==> src/rtl/note_octave_folder_if.sv <==
`default_nettype none
// ============================================================================
// Module      : note_octave_folder_if
// Description : Bin-stream input and note-amplitude handoff bundle for the
//               octave folder.
// Revision    : 1.0 - initial release
// ============================================================================
interface note_octave_folder_if #(
    parameter int W       = 5,
    parameter int D       = 11,
    parameter int BIN_QTY = 12
);
    logic [W+D-1:0]                bin_i;
    logic                          bin_v_i;
    logic                          bin_rdy_o;
    logic                          flush_i;
    logic [BIN_QTY-1:0][W+D-1:0]   noteAmplitudes_o;
    logic                          start_o;
    logic                          data_v_i;
    logic [7:0]                    frame_cnt_o;

    modport master (
        output bin_i, bin_v_i, flush_i, data_v_i,
        input  bin_rdy_o, noteAmplitudes_o, start_o, frame_cnt_o
    );

    modport slave (
        input  bin_i, bin_v_i, flush_i, data_v_i,
        output bin_rdy_o, noteAmplitudes_o, start_o, frame_cnt_o
    );
endinterface
`default_nettype wire

==> src/rtl/note_octave_folder.sv <==
`default_nettype none
// ============================================================================
// Module      : note_octave_folder
// Description : Folds an octave-major DFT magnitude stream into BIN_QTY
//               saturated note amplitudes and hands them to the preprocessor.
// Revision    : 1.0 - initial release
// ============================================================================
module note_octave_folder #(
    parameter int W       = 5,
    parameter int D       = 11,
    parameter int BIN_QTY = 12,
    parameter int OCTAVES = 5
) (
    input  wire logic           clk,
    input  wire logic           rst,
    note_octave_folder_if.slave bus
);
    localparam int c_DW = W + D;
    localparam int c_AW = c_DW + $clog2(OCTAVES);
    localparam int c_NW = $clog2(BIN_QTY);
    localparam int c_OW = $clog2(OCTAVES);

    localparam logic [c_NW-1:0] c_NOTE_LAST = c_NW'(BIN_QTY - 1);
    localparam logic [c_OW-1:0] c_OCT_LAST  = c_OW'(OCTAVES - 1);

    localparam logic [1:0] c_ST_ACCUM = 2'd0;
    localparam logic [1:0] c_ST_XFER  = 2'd1;
    localparam logic [1:0] c_ST_WAIT  = 2'd2;

    logic [1:0]                  r_state;
    logic [c_NW-1:0]             r_note;
    logic [c_OW-1:0]             r_oct;
    logic                        r_start;
    logic                        r_wait_first;
    logic [7:0]                  r_frame_cnt;
    logic [BIN_QTY-1:0][c_DW-1:0] r_notes;
    logic [c_DW-1:0]             w_sat [BIN_QTY];
    logic                        w_rdy;
    logic                        w_accept;

    assign w_rdy    = (r_state == c_ST_ACCUM) & rst;
    // A bin presented alongside flush belongs to the discarded frame.
    assign w_accept = bus.bin_v_i & w_rdy & ~bus.flush_i;

    assign bus.bin_rdy_o        = w_rdy;
    assign bus.start_o          = r_start;
    assign bus.frame_cnt_o      = r_frame_cnt;
    assign bus.noteAmplitudes_o = r_notes;

    genvar n;
    generate
        for (n = 0; n < BIN_QTY; n++) begin : g_note
            logic [c_AW-1:0] r_acc;

            // Octave 0 overwrites, so stale sums never need an explicit clear.
            always_ff @(posedge clk) begin
                if (!rst) begin
                    r_acc <= '0;
                end else if (w_accept && (r_note == c_NW'(n))) begin
                    if (r_oct == '0)
                        r_acc <= c_AW'(bus.bin_i);
                    else
                        r_acc <= r_acc + c_AW'(bus.bin_i);
                end
            end

            assign w_sat[n] = (|r_acc[c_AW-1:c_DW]) ? {c_DW{1'b1}} : r_acc[c_DW-1:0];
        end
    endgenerate

    always_ff @(posedge clk) begin
        if (!rst) begin
            r_state      <= c_ST_ACCUM;
            r_note       <= '0;
            r_oct        <= '0;
            r_start      <= 1'b0;
            r_wait_first <= 1'b0;
            r_frame_cnt  <= '0;
            r_notes      <= '0;
        end else begin
            case (r_state)
                c_ST_ACCUM: begin
                    if (bus.flush_i) begin
                        r_note <= '0;
                        r_oct  <= '0;
                    end else if (w_accept) begin
                        if (r_note == c_NOTE_LAST) begin
                            r_note <= '0;
                            if (r_oct == c_OCT_LAST) begin
                                r_oct   <= '0;
                                r_state <= c_ST_XFER;
                            end else begin
                                r_oct <= r_oct + c_OW'(1);
                            end
                        end else begin
                            r_note <= r_note + c_NW'(1);
                        end
                    end
                end
                c_ST_XFER: begin
                    for (int i = 0; i < BIN_QTY; i++)
                        r_notes[i] <= w_sat[i];
                    r_start      <= 1'b1;
                    r_wait_first <= 1'b1;
                    r_state      <= c_ST_WAIT;
                end
                c_ST_WAIT: begin
                    // First start cycle may still see the previous frame's done.
                    if (r_wait_first) begin
                        r_wait_first <= 1'b0;
                    end else if (bus.data_v_i) begin
                        r_start     <= 1'b0;
                        r_frame_cnt <= r_frame_cnt + 8'd1;
                        r_state     <= c_ST_ACCUM;
                    end
                end
                default: r_state <= c_ST_ACCUM;
            endcase
        end
    end
endmodule
`default_nettype wire

==> src/flat_wrapper.sv <==
// flat-port wrapper written by rule: the top's interface ports become plain ports
module note_octave_folder_flat 
#(
    parameter int W       = 5,
    parameter int D       = 11,
    parameter int BIN_QTY = 12,
    parameter int OCTAVES = 5
)
  (clk, rst, bus_bin_i, bus_bin_v_i, bus_flush_i, bus_data_v_i, bus_bin_rdy_o, bus_noteAmplitudes_o, bus_start_o, bus_frame_cnt_o);
  note_octave_folder_if #(.W(W), .D(D), .BIN_QTY(BIN_QTY)) bus_i ();
  input  wire logic clk;
  input  wire logic rst;
  input wire logic [$bits(bus_i.bin_i)-1:0] bus_bin_i;
  input wire logic [$bits(bus_i.bin_v_i)-1:0] bus_bin_v_i;
  input wire logic [$bits(bus_i.flush_i)-1:0] bus_flush_i;
  input wire logic [$bits(bus_i.data_v_i)-1:0] bus_data_v_i;
  output wire logic [$bits(bus_i.bin_rdy_o)-1:0] bus_bin_rdy_o;
  output wire logic [$bits(bus_i.noteAmplitudes_o)-1:0] bus_noteAmplitudes_o;
  output wire logic [$bits(bus_i.start_o)-1:0] bus_start_o;
  output wire logic [$bits(bus_i.frame_cnt_o)-1:0] bus_frame_cnt_o;
  assign bus_i.bin_i = bus_bin_i;
  assign bus_i.bin_v_i = bus_bin_v_i;
  assign bus_i.flush_i = bus_flush_i;
  assign bus_i.data_v_i = bus_data_v_i;
  assign bus_bin_rdy_o = bus_i.bin_rdy_o;
  assign bus_noteAmplitudes_o = bus_i.noteAmplitudes_o;
  assign bus_start_o = bus_i.start_o;
  assign bus_frame_cnt_o = bus_i.frame_cnt_o;
  note_octave_folder #(.W(W), .D(D), .BIN_QTY(BIN_QTY), .OCTAVES(OCTAVES)) u_core (.clk(clk), .rst(rst), .bus(bus_i));
endmodule
==> config.mk <==
export PLATFORM = sky130hd
export DESIGN_NAME = note_octave_folder_flat
export DESIGN_NICKNAME = d
export VERILOG_FILES = /design/src/rtl/note_octave_folder_if.sv /design/src/rtl/note_octave_folder.sv /design/src/flat_wrapper.sv
export SDC_FILE = /design/constraint.sdc
export NUM_CORES = 1
export LEC_CHECK = 0
export ABC_AREA = 1
export CORE_MARGIN = 5
export CORE_UTILIZATION = 56
export CTS_BUF_LIST = sky130_fd_sc_hd__clkbuf_16
export CTS_CLUSTER_SIZE = 28
export DETAILED_ROUTE_END_ITERATION = 6
export DONT_BUFFER_PORTS = 1
export PLACE_DENSITY = 0.77
export RECOVER_POWER = 50
export SETUP_SLACK_MARGIN = 0.15
export SYNTH_ARGS = -nofsm -noshare
export SYNTH_HDL_FRONTEND = slang
export SYNTH_SLANG_ARGS = --single-unit
==> constraint.sdc <==
create_clock -name clk -period 2.36 [get_ports clk]
set_clock_uncertainty 0.15 [all_clocks]
set_input_delay 0.59 -clock clk [delete_from_list [all_inputs] [get_ports clk]]
set_output_delay 0.59 -clock clk [all_outputs]
set_load 0.005 [all_outputs]
==> impl_results.md <==
- Compound-Gate Fraction of Synth Area: 18.2%
- Measured slew at the worst slew-check pin: 1.54 ns
- Max Cap Violations: 0
- R2R Path Start: u_core.r_state[1]$_SDFFE_PN0P_
- Worst-path fanout max: 3
- Antenna Violating Nets Remaining: 0
- Final hold vios: 0
- Area Overhead vs Synth: 9.57%
- Setup Viol. Count Final: 0
- NumNets Final: 5,047
- Core Util, Final: 61.6%
- Initial cell density of the core: 56.2%
- Crit-path most repeated cell: inv_1
- Max Root-Sink Buffers: 3
- First-pass GRT wire length: 154,000 microns
- Initial DRC Count: 2,970
- Cts bufs inserted: 49
- Reg2reg setup slack: 0.21 ns
- Crit path DAT: 1.50 ns
- Sum of negative setup slack: 0 ns
- IO Pins: 223
- Hold Path Sink: u_core.g_note[8].r_acc[10]$_SDFFE_PN0P_
- Drt total wl: 99,600 microns
- Static Leakage: 15.9 nW
- CP peak stage delay: 0.31 ns
- Critical path's top delay family: buffers and inverters
- Area post-placement: 0.0312 sq mm
- Vias in the first global route: 28.0k
- Horiz. Die Dim: 242 microns
- Gr usage total: 32.2%
- Cell count after synthesis: 4,825
- Remaining global-route overflow: 0
- CP Launch Type: flip-flop
- Post-synthesis sequential area ratio: 29.2%
- Initial antenna violation count: 1
- Post-Synth XOR/XNOR Area: 0.554%
- DP HPWL: 69,800 microns
- Hold Crit Class: in2reg
- Buf/Inv on CP: 3
- Post-synthesis simple-gate area fraction: 30.0%
- Yosys cell types: 33
- Worst-path cell chain: inv_1 > ha_4 > buf_6 > nand2_1 > inv_1
- CP Data Required Time: 1.62 ns
- Die span in y: 242 microns
- Outcome: finished, violations left
- Syn Area/Cell: 6.23 sq um
- Clk slew on worst S/H paths: 0.06 ns
- Largest net degree at the start of global routing: 381
- Final Critical Period: 2.24 ns
- Clk Latency, worst-skew pair: 0.59 ns
- Critical path launch point: u_core.r_state[1]$_SDFFE_PN0P_
- Hold_sp: rst
- Detailed-route wire length per cell: 18.0 microns
- H-tree depth: 2
- Core Area: 0.0535 sq mm
- Seq cells post-synth: 439
- CTS sink count: 439
- Via count: 31.5k
- CTS tree: yes
- Largest family of logic cells by synthesized area: simple AND/OR/NAND/NOR gates
- Via density: 5.68
- Layout cell share with drive strength beyond 1: 6.34%
- Power per cell area: 518 mW/mm^2
- Multiplexer share of the synthesized area: 0%
- Die ar.: 0.0584 sq mm
- Root Buffer: clkbuf_16
- Placer Congestion: 0.961
- Syn Std Cell Area: 0.0301 sq mm
- Cell row count: 85
- R2r endpoint: u_core.g_note[8].r_acc[5]$_SDFFE_PN0P_
- R2r worst-path depth: 9
- Hold Crit Depth: 2
- Maximum VDD drop: 0.534 mV
- Fin. max-slew vios: 71
- Port bufs: 0
- Finished Cell Area: 0.0329 sq mm
- Post-route DRC: 0
- Slew HR: -2.90%
- Yosys warnings: 0
- Fmax: 446 MHz
- Post-synthesis adder-cell area fraction: 9.29%
- First-pass iteration count of the detailed router: 6
- Failing checks: max-slew violations
- Worst path slowest cell: dfxtp_1
- RSZ-0062 raised after global routing: true
- Net Count, Synth: 5,062
- Worst setup EP type: output port
- Minimum hold slack: 0.0136 ns
- Ratio of final minimum period to clock period: 95.1%
- Kind of critical path: reg2out
through the flow:
| step | setup slack (ns) | instances | power (mW) |
|---|---|---|---|
| finish | 0.116 | 5543 | 17.0 |
| global route | 0.0822 | 5539 | 17.6 |
| CTS | 0.156 | 5536 | 17.1 |
| detailed placement | 0.0276 | 5450 | 9.23 |
| global placement | 0.0758 | 5450 | 9.21 |
| floorplan | 0.137 | 4825 | 8.77 |
cell usage in the layout (no fill, tap or decap), types with 3 or more instances in the layout:
master      count
a21o_1          3
a21oi_1       303
a22oi_1         4
a31oi_1       256
and2_1          3
buf_12         11
buf_4          83
bufinv_16       8
clkbuf_1        7
clkbuf_16      49
clkbuf_2        4
clkinv_1        8
clkinv_2        6
clkinvlp_4      8
dfxtp_1       432
dfxtp_2         7
diode_2         5
fa_2           12
ha_1          195
ha_2            4
ha_4            5
inv_1         788
inv_2          18
nand2_1      1237
nand3_1       357
nand3_2        12
nand3b_1       14
nand4_1        40
nor2_1        343
nor2_2         10
nor3_1         66
nor3_2          6
nor3_4         10
o21ai_0       438
o21ai_1        16
o21bai_1        4
or2_2          44
xnor2_1         8
xor2_1         11
registers in the layout, indices dropped and copies added, names as in the netlist:
| register | flops |
|---|---|
| u_core.r_wait_first | 1 |
| u_core.bus.start_o | 1 |
| u_core.bus.frame_cnt_o | 8 |
| u_core.g_note.r_acc | 228 |
| u_core.bus.noteAmplitudes_o | 192 |
| u_core.r_state | 2 |
| u_core.r_note | 4 |
| u_core.r_oct | 3 |
report_power, final:
part / total (mW) / leakage, nW / internal (mW) / switching, mW
combinational: 1.68 / 11.6 / 0.530 / 1.15
sequential: 7.46 / 3.54 / 7.43 / 0.0278
clock: 7.91 / 0.789 / 4.65 / 3.26
logic make-up (layout without fill, tap and decap cells):
| family | count (synthesis) | in the layout |
|---|---|---|
| simple gates | 2144 | 2144 |
| compound gates | 1025 | 1025 |
| buf+inv | 982 | 999 |
| flops | 439 | 439 |
| fa+ha+maj | 216 | 216 |
| xor+xnor | 19 | 19 |
| other cells | 0 | 5 |
synth_stat cells, drive strengths merged:
| master | instances | area share [%] |
|---|---|---|
| o21bai | 4 | 0.10 |
| or2 | 44 | 0.92 |
| fa | 12 | 0.80 |
| nand3b | 14 | 0.35 |
| clkbuf | 125 | 1.6 |
| a31oi | 256 | 5.3 |
| dfxtp | 439 | 29 |
| nand2 | 1238 | 15 |
| nand3 | 369 | 6.2 |
| nand4 | 40 | 0.83 |
| ha | 204 | 8.5 |
| clkinv | 1 | 0.012 |
| a21o | 3 | 0.075 |
| nor3 | 82 | 1.7 |
| a22oi | 4 | 0.10 |
| nor2 | 354 | 4.4 |
| xnor2 | 8 | 0.23 |
| xor2 | 11 | 0.32 |
| and2 | 3 | 0.062 |
| inv | 807 | 10 |
| a21oi | 304 | 5.1 |
| o21ai | 454 | 7.6 |
| buf | 49 | 1.0 |
worst max path at each step:
stage | end | slack (ns) | cells after the start
final | bus_bin_rdy_o | 0.12 | 5
after global placement | u_core.g_note[6].r_acc[16]$_SDFFE_PN0P_ | 0.08 | 13
after floorplan | u_core.g_note[5].r_acc[8]$_SDFFE_PN0P_ | 0.14 | 9
after CTS | u_core.g_note[10].r_acc[7]$_SDFFE_PN0P_ | 0.16 | 9
after global routing | u_core.bus.frame_cnt_o[6]$_SDFFE_PN0P_ | 0.08 | 11
after detailed placement | u_core.g_note[6].r_acc[16]$_SDFFE_PN0P_ | 0.03 | 13
metal layers:
layer | track usage [%] | part of all wire, % | vias to the layer above
met4 | 12.9 | 4.5 | 0
met2 | 49.7 | 42 | 1311
met5 | 0 | 0 | -
li1 | - | - | 15800
met3 | 6.80 | 10 | 219
met1 | 44.1 | 43 | 14200
cell type report:
| class | count | area, sq um |
|---|---|---|
| fill | 5184 | 20600 |
| clock inverter | 34 | 388 |
| multi-input combinational | 3404 | 17700 |
| timing repair buffer | 108 | 921 |
| sequential | 439 | 8800 |
| clock buffer | 49 | 1230 |
| antenna | 5 | 12.5 |
| tap | 696 | 871 |
| inverter | 808 | 3050 |
repair_timing:
item	CTS	global route
pin swaps	1	1
endpoints found under the setup margin	4	31
buffers inserted	1	2
gates resized for setup	5	26
hold endpoints to repair	27	0
hold buffers	2	0
Note: power is estimated with default switching activity, not from simulation.
